`config.mk`:
```
export PLATFORM = sky130hd
export DESIGN_NAME = fineps_step_sequencer
export DESIGN_NICKNAME = d
export VERILOG_FILES = /design/src/rtl/fineps_pkg.sv /design/src/rtl/fineps_psdone_watchdog.sv /design/src/rtl/fineps_step_sequencer.sv
export SDC_FILE = /design/constraint.sdc
export NUM_CORES = 1
export LEC_CHECK = 0
export CORE_MARGIN = 2
export CORE_UTILIZATION = 40
export DETAILED_ROUTE_END_ITERATION = 12
export SETUP_SLACK_MARGIN = 0.5
export SLEW_MARGIN = 40
export SYNTH_ARGS = -nofsm -noshare
export SYNTH_HDL_FRONTEND = slang
export SYNTH_SLANG_ARGS = --single-unit
```
`constraint.sdc`:
```
create_clock -name in_clk -period 9.8 [get_ports in_clk]
set_input_delay 1.47 -clock in_clk [delete_from_list [all_inputs] [get_ports in_clk]]
set_output_delay 1.47 -clock in_clk [all_outputs]
set_load 0.01 [all_outputs]
```
`src/rtl/fineps_pkg.sv`:
```
// fineps_pkg
// Shared definitions for the fine phase-shift step sequencer:
//   - fineps_state_e           : sequencer FSM states
//   - FINEPS_STEPS_PER_VCO     : PS steps per VCO period
//   - fineps_steps_per_period  : steps per output period for a given VCO multiply
//   - fineps_shortest_path     : modular distance plus direction for absolute moves
package fineps_pkg;

   typedef enum logic [2:0] {
      ST_IDLE   = 3'd0,
      ST_CALC   = 3'd1,
      ST_ISSUE  = 3'd2,
      ST_WAIT   = 3'd3,
      ST_FINISH = 3'd4
   } fineps_state_e;

   localparam int FINEPS_STEPS_PER_VCO = 56;

   typedef struct packed {
      logic        inc;    // 1 = increment, 0 = decrement
      logic [31:0] count;  // number of steps to take
   } fineps_path_t;

   function automatic int fineps_steps_per_period(input int vco_mult);
      return FINEPS_STEPS_PER_VCO * vco_mult;
   endfunction

   // Shortest way round the phase circle from position to target.
   // Both inputs must already be in 0..period-1. Exactly half a period
   // resolves to increment.
   function automatic fineps_path_t fineps_shortest_path(
      input int unsigned target,
      input int unsigned position,
      input int unsigned period
   );
      int unsigned  d;
      fineps_path_t p;
      d = (target >= position) ? (target - position) : (target + period - position);
      if (d <= (period / 2)) begin
         p.inc   = 1'b1;
         p.count = d;
      end else begin
         p.inc   = 1'b0;
         p.count = period - d;
      end
      return p;
   endfunction

endpackage

```
`src/rtl/fineps_psdone_watchdog.sv`:
```
// fineps_psdone_watchdog
// Counts enabled cycles since the last clear and flags expiry on the
// TIMEOUT_CYCLES-th enabled cycle without a clear.
// Ports:
//   clk, rst_n : clock, asynchronous active-low reset
//   clr        : restart the count (one PS step just issued)
//   en         : count this cycle (waiting for PSDONE)
//   expired    : high while enabled on the final allowed wait cycle
module fineps_psdone_watchdog #(
   parameter int TIMEOUT_CYCLES = 64
) (
   input  logic clk,
   input  logic rst_n,
   input  logic clr,
   input  logic en,
   output logic expired
);

   localparam int            CW   = $clog2(TIMEOUT_CYCLES + 1);
   localparam logic [CW-1:0] LAST = CW'(TIMEOUT_CYCLES - 1);

   logic [CW-1:0] cnt;

   // Saturates at LAST so a stalled enable cannot wrap back to a safe value.
   always_ff @(posedge clk or negedge rst_n) begin
      if (!rst_n) begin
         cnt <= '0;
      end else if (clr) begin
         cnt <= '0;
      end else if (en && (cnt != LAST)) begin
         cnt <= cnt + CW'(1);
      end
   end

   assign expired = en && (cnt == LAST);

endmodule

```
`src/rtl/fineps_step_sequencer.sv`:
```
// fineps_step_sequencer
// Turns relative (signed step count) or absolute (target position) phase
// commands into paced MMCM PSEN pulses, one step outstanding at a time, and
// tracks the phase position modulo one output period.
// Ports:
//   in_clk, in_rst_n   : PS clock, asynchronous active-low reset
//   in_locked          : MMCM locked; low forces IDLE and position 0
//   in_cmd_valid/out_cmd_ready, in_cmd_abs, in_cmd_value : command channel
//   out_psen, out_psincdec, in_psdone : MMCM dynamic phase-shift port
//   out_position       : current phase, 0..STEPS_PER_PERIOD-1
//   out_busy, out_done : command in progress / one-cycle completion pulse
//   out_timeout        : sticky PSDONE watchdog flag, cleared on accept
//   out_state          : FSM state (fineps_state_e encoding) for observation
module fineps_step_sequencer
   import fineps_pkg::*;
#(
   parameter int STEP_WIDTH       = 12,
   parameter int STEPS_PER_PERIOD = fineps_steps_per_period(9),  // >= 4, even
   parameter int POS_WIDTH        = 9,   // 2**POS_WIDTH >= STEPS_PER_PERIOD
   parameter int TIMEOUT_CYCLES   = 64
) (
   input  logic                  in_clk,
   input  logic                  in_rst_n,
   input  logic                  in_locked,
   input  logic                  in_cmd_valid,
   output logic                  out_cmd_ready,
   input  logic                  in_cmd_abs,
   input  logic [STEP_WIDTH-1:0] in_cmd_value,
   output logic                  out_psen,
   output logic                  out_psincdec,
   input  logic                  in_psdone,
   output logic [POS_WIDTH-1:0]  out_position,
   output logic                  out_busy,
   output logic                  out_done,
   output logic                  out_timeout,
   output logic [2:0]            out_state
);

   // Count must hold both the largest relative magnitude 2**(STEP_WIDTH-1)
   // and the largest absolute move of half a period.
   localparam int                   CNT_W    = (STEP_WIDTH > POS_WIDTH) ? STEP_WIDTH : POS_WIDTH;
   localparam logic [POS_WIDTH-1:0] POS_LAST = POS_WIDTH'(STEPS_PER_PERIOD - 1);
   localparam logic [31:0]          SPP_U    = 32'(STEPS_PER_PERIOD);

   fineps_state_e         state, state_next;
   logic                  abs_q, abs_next;
   logic [STEP_WIDTH-1:0] value_q, value_next;
   logic                  dir_q, dir_next;
   logic [CNT_W-1:0]      count_q, count_next;
   logic [POS_WIDTH-1:0]  pos_q, pos_next;
   logic                  timeout_q, timeout_next;
   logic                  psen_q, done_q, busy_q, ready_q;

   logic                  wd_clr, wd_en, wd_expired;
   logic [STEP_WIDTH-1:0] rel_mag;
   logic [POS_WIDTH-1:0]  target;
   fineps_path_t          path;

   fineps_psdone_watchdog #(
      .TIMEOUT_CYCLES(TIMEOUT_CYCLES)
   ) u_watchdog (
      .clk    (in_clk),
      .rst_n  (in_rst_n),
      .clr    (wd_clr),
      .en     (wd_en),
      .expired(wd_expired)
   );

   // Step-count datapath for CALC, derived from the latched command.
   always_comb begin
      rel_mag = value_q[STEP_WIDTH-1] ? (-value_q) : value_q;
      if (32'(value_q) >= SPP_U) begin
         target = POS_LAST;
      end else begin
         target = POS_WIDTH'(value_q);
      end
      path = fineps_shortest_path(32'(target), 32'(pos_q), SPP_U);
   end

   // Command handshake: a command transfers on a rising edge where
   // in_cmd_valid and out_cmd_ready are both high; the command fields must
   // be stable while in_cmd_valid is high. out_cmd_ready is registered and
   // only high in IDLE with the MMCM locked, so at most one command is in
   // flight and none is taken while lock is being lost.
   always_comb begin
      state_next   = state;
      abs_next     = abs_q;
      value_next   = value_q;
      dir_next     = dir_q;
      count_next   = count_q;
      pos_next     = pos_q;
      timeout_next = timeout_q;
      wd_clr       = 1'b0;
      wd_en        = 1'b0;

      if (!in_locked) begin
         // A relocked MMCM comes back at its static phase.
         state_next = ST_IDLE;
         pos_next   = '0;
         count_next = '0;
      end else begin
         case (state)
            ST_IDLE: begin
               if (in_cmd_valid && ready_q) begin
                  abs_next     = in_cmd_abs;
                  value_next   = in_cmd_value;
                  timeout_next = 1'b0;
                  state_next   = ST_CALC;
               end
            end
            ST_CALC: begin
               if (abs_q) begin
                  dir_next   = path.inc;
                  count_next = CNT_W'(path.count);
               end else begin
                  dir_next   = ~value_q[STEP_WIDTH-1];
                  count_next = CNT_W'(rel_mag);
               end
               state_next = (count_next == '0) ? ST_FINISH : ST_ISSUE;
            end
            ST_ISSUE: begin
               wd_clr     = 1'b1;
               state_next = ST_WAIT;
            end
            ST_WAIT: begin
               wd_en = 1'b1;
               // PSDONE wins over expiry in the same cycle: the step did land.
               if (in_psdone) begin
                  if (dir_q) begin
                     pos_next = (pos_q == POS_LAST) ? '0 : (pos_q + POS_WIDTH'(1));
                  end else begin
                     pos_next = (pos_q == '0) ? POS_LAST : (pos_q - POS_WIDTH'(1));
                  end
                  count_next = count_q - CNT_W'(1);
                  state_next = (count_q == CNT_W'(1)) ? ST_FINISH : ST_ISSUE;
               end else if (wd_expired) begin
                  timeout_next = 1'b1;
                  count_next   = '0;
                  state_next   = ST_IDLE;
               end
            end
            ST_FINISH: begin
               state_next = ST_IDLE;
            end
            default: begin
               state_next = ST_IDLE;
            end
         endcase
      end
   end

   // Outputs are registered from the next state so they line up exactly
   // with the state they describe.
   always_ff @(posedge in_clk or negedge in_rst_n) begin
      if (!in_rst_n) begin
         state     <= ST_IDLE;
         abs_q     <= 1'b0;
         value_q   <= '0;
         dir_q     <= 1'b0;
         count_q   <= '0;
         pos_q     <= '0;
         timeout_q <= 1'b0;
         psen_q    <= 1'b0;
         done_q    <= 1'b0;
         busy_q    <= 1'b0;
         ready_q   <= 1'b0;
      end else begin
         state     <= state_next;
         abs_q     <= abs_next;
         value_q   <= value_next;
         dir_q     <= dir_next;
         count_q   <= count_next;
         pos_q     <= pos_next;
         timeout_q <= timeout_next;
         psen_q    <= (state_next == ST_ISSUE);
         done_q    <= (state_next == ST_FINISH);
         busy_q    <= (state_next != ST_IDLE);
         ready_q   <= (state_next == ST_IDLE) && in_locked;
      end
   end

   assign out_cmd_ready = ready_q;
   assign out_psen      = psen_q;
   assign out_psincdec  = dir_q;
   assign out_position  = pos_q;
   assign out_busy      = busy_q;
   assign out_done      = done_q;
   assign out_timeout   = timeout_q;
   assign out_state     = state;

endmodule

```
==> results of run 1 <==
## worst min-delay path: cells and delay by family (launching register included)
family | cells | cell delay, ps
AOI/OAI and AO/OA | 2 | 140
DFF | 1 | 340
## flip-flops by register name, summed over array words and instances, names as in the netlist
| signal | count |
|---|---|
| abs_q | 1 |
| count_q | 12 |
| out_busy | 1 |
| out_cmd_ready | 1 |
| out_done | 1 |
| out_position | 9 |
| out_psen | 1 |
| out_psincdec | 1 |
| out_state | 3 |
| out_timeout | 1 |
| u_watchdog.cnt | 7 |
| value_q | 12 |
## power groups by stage
stage	logic, mW	clock network, mW	registers (mW)
CTS	0.642	0.189	0.314
global placement	0.630	0	0.316
floorplan	0.502	0	0.288
finish	0.650	0.187	0.315
global route	0.722	0.198	0.324
detailed placement	0.636	0	0.318
## cells in the mapped netlist (5+ instances only)
| library cell | number |
|---|---|
| a211oi_1 | 6 |
| a21o_1 | 10 |
| a21oi_1 | 34 |
| a22oi_1 | 6 |
| a31oi_1 | 7 |
| and2_1 | 11 |
| and3_1 | 6 |
| clkbuf_1 | 13 |
| dfrtp_1 | 50 |
| ha_1 | 30 |
| inv_1 | 43 |
| mux2_2 | 10 |
| mux2i_1 | 5 |
| nand2_1 | 56 |
| nand2b_1 | 13 |
| nand3_1 | 14 |
| nand4_1 | 11 |
| nor2_1 | 47 |
| nor3_1 | 15 |
| o21ai_0 | 53 |
| o22ai_1 | 10 |
| o31ai_1 | 5 |
| or2_2 | 5 |
| or3_1 | 10 |
| or4_1 | 5 |
| xnor2_1 | 15 |
| xor2_1 | 14 |
## worst max path at each step
stage / from / cells past startpoint / endpoint
after floorplan: value_q[11] / 17 / out_psen
after global placement: value_q[11] / 16 / out_psen
after detailed placement: value_q[11] / 16 / out_psen
after CTS: value_q[11] / 16 / out_psen
after global routing: value_q[11] / 17 / out_psen
final: value_q[11] / 16 / out_psen
## metrics by stage
step           utilization (%)  area, um2  instances  setup slack [ps]  total power [mW]
5_1_grt                   46.4       5250        747              4120              1.24
6_report                  46.4       5250        747              4540              1.15
2_1_floorplan                -       4610        575              4980             0.790
3_5_place_dp              45.0       5090        739              4590             0.954
3_3_place_gp              44.9       5080        738              4780             0.946
4_1_cts                   46.3       5250        747              4570              1.15
## placed cells by master, fill, tap and decap left out, types with 10 or more instances in the layout
cell type	synthesis	routed
nand2b_1	13	13
and2_1	11	11
nor2_1	47	47
nand3_1	14	14
o21ai_0	53	53
a21oi_1	34	34
nor3_1	15	15
o22ai_1	10	10
a21o_1	10	10
or3_1	10	10
xnor2_1	15	15
clkdlybuf4s50_1	0	34
mux2_2	10	10
nand2_1	56	56
nand4_1	11	11
dfrtp_1	50	50
inv_1	43	43
ha_1	30	30
xor2_1	14	14
## kinds of logic after synthesis
kind of cell	count (synthesis)	share of synthesized area [%]
compound gates	174	25.0
xor+xnor	29	5.50
fa+ha+maj	34	9.87
buf+inv	61	5.21
flops	50	27.1
mux	16	4.01
simple gates	211	23.3
## per-layer routing
| metal | vias up | global-route usage [%] |
|---|---|---|
| li1 | 2128 | - |
| met1 | 2081 | 31.3 |
| met2 | 155 | 32.2 |
| met3 | 15 | 2.56 |
| met4 | 0 | 6.83 |
| met5 | - | 0 |
## cell type report
class | instances | area (um2)
Clock buffer | 6 | 139
Clock inverter | 2 | 16.3
Fill cell | 1181 | 6070
Inverter | 44 | 165
Multi-Input combinational cell | 464 | 3130
Sequential cell | 50 | 1250
Tap cell | 143 | 179
Timing Repair Buffer | 38 | 365
==> results.md, run 1 <==
* Status: finished clean
* CTS tree: yes
* Gpl congestion at 0.918
* Worst setup SP type: flip-flop
* Yosys top cell area share at 27.1%
* Largest net degree at the start of global routing at 51
* Vias in the first global route at 4,122
* Slowest cell on crit path: nor3_1
* Worst Min Path Start: count_q[6]
* Crit Path Category: reg -> reg
* Fraction of power consumed by sequential logic at 27.4%
* Area growth syn-to-layout at 13.8%
* Critical path's largest stage delay at 540 ps
* Hold-fix buffers at CTS at 0
* WP buf/inv at 0
* Syn Nets at 627
* Ant. Diodes at 0
* Port-buffer cells at 35
* Bufs on Longest Clock Path at 2
* Synth area leaders: dfrtp_1 (27%), ha_1 (8.1%), o21ai_0 (5.7%)
* Yosys reg bits at 50
* Clock Root Buffer: clkbuf_16
* Grt ovf at 0
* Initial antenna violation count at 0
* CTS clk-pin slew, worst paths at 70 ps
* CTS H-tree lvls at 2
* Fin. Hold Viols at 0
* Worst Path Arrival at 5460 ps
* Wire per inst at 17.1 um
* Switch share at 46.3%
* Antenna Nets Post-Route at 0
* IO Pins at 36
* Final nets at 655
* Clk sinks at 50
* Clock power frac at 16.2%
* Top Metal Used: met4
* Worst-Margin Slew at 779 ps
* Syn Area/Cell at 8.03 um2
* DR pass1 iterations at 6
* Clock skew at 7.62 ps
* Iter 0 DRT Violations at 401
* Die ar. at 12,400 um2
* CP Cell Sequence: nor3_1, o21ai_0, or2_2, ha_1, fa_1, xor2_1, nand2_1, mux2_2, nor4b_4, o211a_4, a211oi_4, or3_1, a311oi_1, nor4b_2, a21boi_1, and3b_1
* Cell variety after synth at 70
* Met3 wire length at 747 um
* PD cells at 220 nW/um2
* Worst-skew pair later-pin latency at 300 ps
* Critical Path RT at 10,000 ps
* # resized after CTS at 0
* Synth Warn # at 0
* Post-synth EDFFs at 0
* P_int at 0.619 mW
* Worst r2r src: value_q[11]
* Initial Util at 40.8%
* Met2 WL post-DR at 5650 um
* Die Span Y at 111 um
* Fin crit share at 53.7%
* Via density at 5.86
* Main synth FF type: dfrtp_1
* Leakage power at 2.22 nW
* CP max FO at 14
* Async SR Flop Fraction at 100%
* Vias at 4,379
* Number of cells on the worst reg-to-reg path at 16
* Largest area contributor in the netlist: dfrtp_1
* Die X-Extent at 111 um
* FP Rows at 39
* Post-DP HPWL at 9860 um
* Setup TNS at 0 ps
* # setup viols final at 0
* Comb power frac at 56.4%
* WL final at 12,800 um
* Slew margin rel. at 47.9%
* VDD IR max at 117 uV
* RSZ-0062 raised after global routing: false
* Fraction of layout cells with a size suffix above 1 at 7.12%
* Delay-heaviest family, CP: simple AND/OR/NAND/NOR gates
* Hold depth at 2
* Max-cap viol count at 0
* Final count of pins violating max slew at 0
* Fin crit period at 5260 ps
* Min-Delay Path Class: reg -> reg
* M1 WL at 6120 um
* Reg-to-reg slack, setup at 4540 ps
* Sequential share of the synthesized area at 27.1%
* Hold slack at 512 ps
* Mapped Area at 4610 um2
* Nature of the critical path endpoint: flip-flop
* GRT Resource Usage Total at 21.1%
* Core area at 11,300 um2
* First-pass GRT wire length at 21,600 um
* Postcts setup bufs at 0
* Sw power at 0.533 mW
* F_max at 190 MHz
* Syn Inst Count at 575
* Num CTS Buffers at 5
* Worst Hold Endpoint: count_q[6]
* FF-to-FF End: out_psen
* DRC at 0
No activity file was read; power rests on OpenSTA's default activity.
==> run 2: changes to the inputs <==
==> constraint.sdc (replaced) <==
create_clock -name in_clk -period 4.45 [get_ports in_clk]
set_input_delay 0.6675 -clock in_clk [delete_from_list [all_inputs] [get_ports in_clk]]
set_output_delay 0.6675 -clock in_clk [all_outputs]
set_load 0.01 [all_outputs]
==> results.md, run 2 (synthesis results as in run 1) <==
* Status: finished clean
* Clock Root Buffer: clkbuf_16
* GRT Resource Usage Total at 22.5% (+1.4 points)
* Worst-skew pair later-pin latency at 300 ps (about the same)
* RSZ-0062 raised after global routing: true
* WL final at 13,800 um (+8.0%)
* Delay-heaviest family, CP: simple AND/OR/NAND/NOR gates
* Worst r2r src: value_q[9]
* Most frequent cells in the layout: nand2_1 (54), dfrtp_1 (49), nor2_1 (47), o21ai_0 (45), buf_4 (43)
* FF-to-FF End: out_psen
* Dpl cell area at 5300 um2 (+4.1%)
* WP buf/inv at 2 (+2)
* Fin crit share at 92.8% (+39 points)
* # setup viols final at 0 (unchanged)
* Bufs on Longest Clock Path at 2 (unchanged)
* Initial Util at 40.8% (unchanged)
* Comb power frac at 64.9% (+8.5 points)
* Critical Path RT at 4640 ps (-5360 ps)
* Worst Path Arrival at 4320 ps (-1140 ps)
* Num CTS Buffers at 5 (unchanged)
* Area growth syn-to-layout at 28.1%
* First-pass GRT wire length at 22,800 um (+5.8%)
* Min-Delay Path Class: in -> async
* Post-DP HPWL at 10,200 um (+3.5%)
* Sw power at 1.37 mW (+160%)
* Max-cap viol count at 0 (unchanged)
* CP Cell Sequence: nor3_4, o21ai_2, inv_2, nand2_2, ha_4, ha_4, fa_2, a21o_1, a21oi_2, xor2_1, buf_4, nor4b_4, o211a_4, a211oi_4, or3_4, a311oi_2, nor4b_4, a21boi_2, and3b_1
* Number of cells on the worst reg-to-reg path at 19 (+3)
* Utilization after layout at 52.2% (+5.9 points)
* Iter 0 DRT Violations at 395 (-1.5%)
* Port-buffer cells at 35 (unchanged)
* FP Rows at 39 (unchanged)
* DR pass1 iterations at 6 (unchanged)
* CP endpoint: out_psen
* Slew margin rel. at 48.1% (+0.11 points)
* Fraction of power consumed by sequential logic at 22.1% (-5.3 points)
* Reg-to-reg slack, setup at 320 ps (-4210 ps)
* P_int at 1.65 mW (+170%)
* Final nets at 697 (+6.4%)
* Via density at 5.89 (+0.41%)
* Nature of the critical path endpoint: flip-flop
* Antenna Nets Post-Route at 0 (unchanged)
* VDD IR max at 198 uV (+70%)
* Vias in the first global route at 4,551 (+10%)
* DRC at 0 (unchanged)
* CTS H-tree lvls at 2 (unchanged)
* Die X-Extent at 111 um (unchanged)
* Largest net degree at the start of global routing at 51 (unchanged)
* Vias at 4,644 (+6.1%)
* Slowest cell on crit path: fa_2
* Worst setup SP type: flip-flop
* Crit path depth at 19 (+3)
* Leakage power at 2.49 nW (+12%)
* Initial antenna violation count at 0 (unchanged)
* Grt ovf at 0 (unchanged)
* Gpl congestion at 0.889 (-3.2%)
* Core area at 11,300 um2 (unchanged)
* Clock skew at 7.63 ps (+0.0114 ps)
* CP max FO at 5 (-9)
* PD cells at 510 nW/um2 (+130%)
* Wire per inst at 17.5 um (+2.2%)
* Worst-Margin Slew at 777 ps (-1.64 ps)
* Fraction of layout cells with a size suffix above 1 at 21.7% (+15 points)
* Die ar. at 12,400 um2 (unchanged)
* F_max at 242 MHz (+28%)
* Fill count at 1,053 (-11%)
* Fin crit period at 4130 ps (-1140 ps)
* Ant. Diodes at 0 (unchanged)
* Die Span Y at 111 um (unchanged)
* Switch share at 45.3% (-0.96 points)
* CP startpoint: value_q[9]
* Critical path's largest stage delay at 440 ps (-100 ps)
* Clock power frac at 13.0% (-3.2 points)
* Hold slack at 480 ps (-31.8 ps)
* IO Pins at 36 (unchanged)
* Most common cell after layout, fill and taps aside: nand2_1
* Fin. Hold Viols at 0 (unchanged)
* Cell area after layout at 5910 um2 (+13%)
* Clk sinks at 50 (unchanged)
* CTS tree: yes
* CTS clk-pin slew, worst paths at 70 ps (about the same)
* Final count of pins violating max slew at 0 (unchanged)
* Crit Path Category: reg -> reg
## run 2: cell types whose count changed in the layout (fill, tap and decap cells not counted), sizes merged
cell | previous run | this run
clkbuf | 6 | 5
clkinv | 1 | 3
buf | 4 | 46
clkinvlp | 1 | 0
## run 2: power groups by stage
stage | logic (mW) | registers [mW] | clock network (mW)
6_report | 1.96 | 0.667 | 0.394
2_1_floorplan | 1.15 | 0.638 | 0
3_3_place_gp | 1.53 | 0.669 | 0
5_1_grt | 2.11 | 0.684 | 0.420
3_5_place_dp | 1.55 | 0.670 | 0
4_1_cts | 1.72 | 0.662 | 0.407
## run 2: worst register-to-register path, stage by stage, from the launching register on
cell and delay (ps):
dfrtp_1 400, nor3_4 210, o21ai_2 100, inv_2 80, nand2_2 70, ha_4 240, ha_4 160, fa_2 440
a21o_1 190, a21oi_2 130, xor2_1 80, buf_4 150, nor4b_4 300, o211a_4 220, a211oi_4 90, or3_4 350
a311oi_2 270, nor4b_4 240, a21boi_2 100, and3b_1 180
## run 2: stage by stage
stage | std cells | TNS (ps) | power (mW) | setup WS [ps]
4_1_cts | 778 | 0 | 2.79 | 305
2_1_floorplan | 575 | 0 | 1.79 | 323
3_5_place_dp | 755 | -9.82 | 2.22 | -9.82
3_3_place_gp | 755 | 0 | 2.20 | 6.38
6_report | 789 | 0 | 3.02 | 322
5_1_grt | 789 | 0 | 3.22 | 177
## run 2: cell type report
class	count	area, um2	share of cell area [%]
Multi-Input combinational cell	464	3470	58.7
Clock buffer	5	125	2.12
Inverter	44	165	2.79
Timing Repair Buffer	80	699	11.8
Sequential cell	50	1250	21.2
Clock inverter	3	18.8	0.317
Tap cell	143	179	3.03
## run 2: timing repair
| item | in CTS | in global routing |
|---|---|---|
| pin swaps | 18 | 26 |
| setup buffers | 15 | 11 |
| hold buffers | 0 | 0 |
| gates resized for setup | 22 | 37 |
| setup endpoints to repair | 11 | 14 |
## run 2: worst min-delay path by stage
stage | endpoint | slack, ps | cells after the start
after CTS | count_q[11] | 510 | 2
after detailed placement | count_q[11] | 500 | 2
after global placement | out_timeout | 500 | 2
final | value_q[6] | 480 | 2
after floorplan | abs_q | 370 | 0
after global routing | value_q[7] | 550 | 2
## run 2: per-layer routing
layer | global-route usage [%] | part of all wire [%] | up-vias
met4 | 8.40 | 3.0 | 0
li1 | - | - | 2218
met2 | 34.1 | 45 | 169
met5 | 0 | 0 | -
met1 | 32.4 | 46 | 2227
met3 | 3.70 | 6.2 | 30
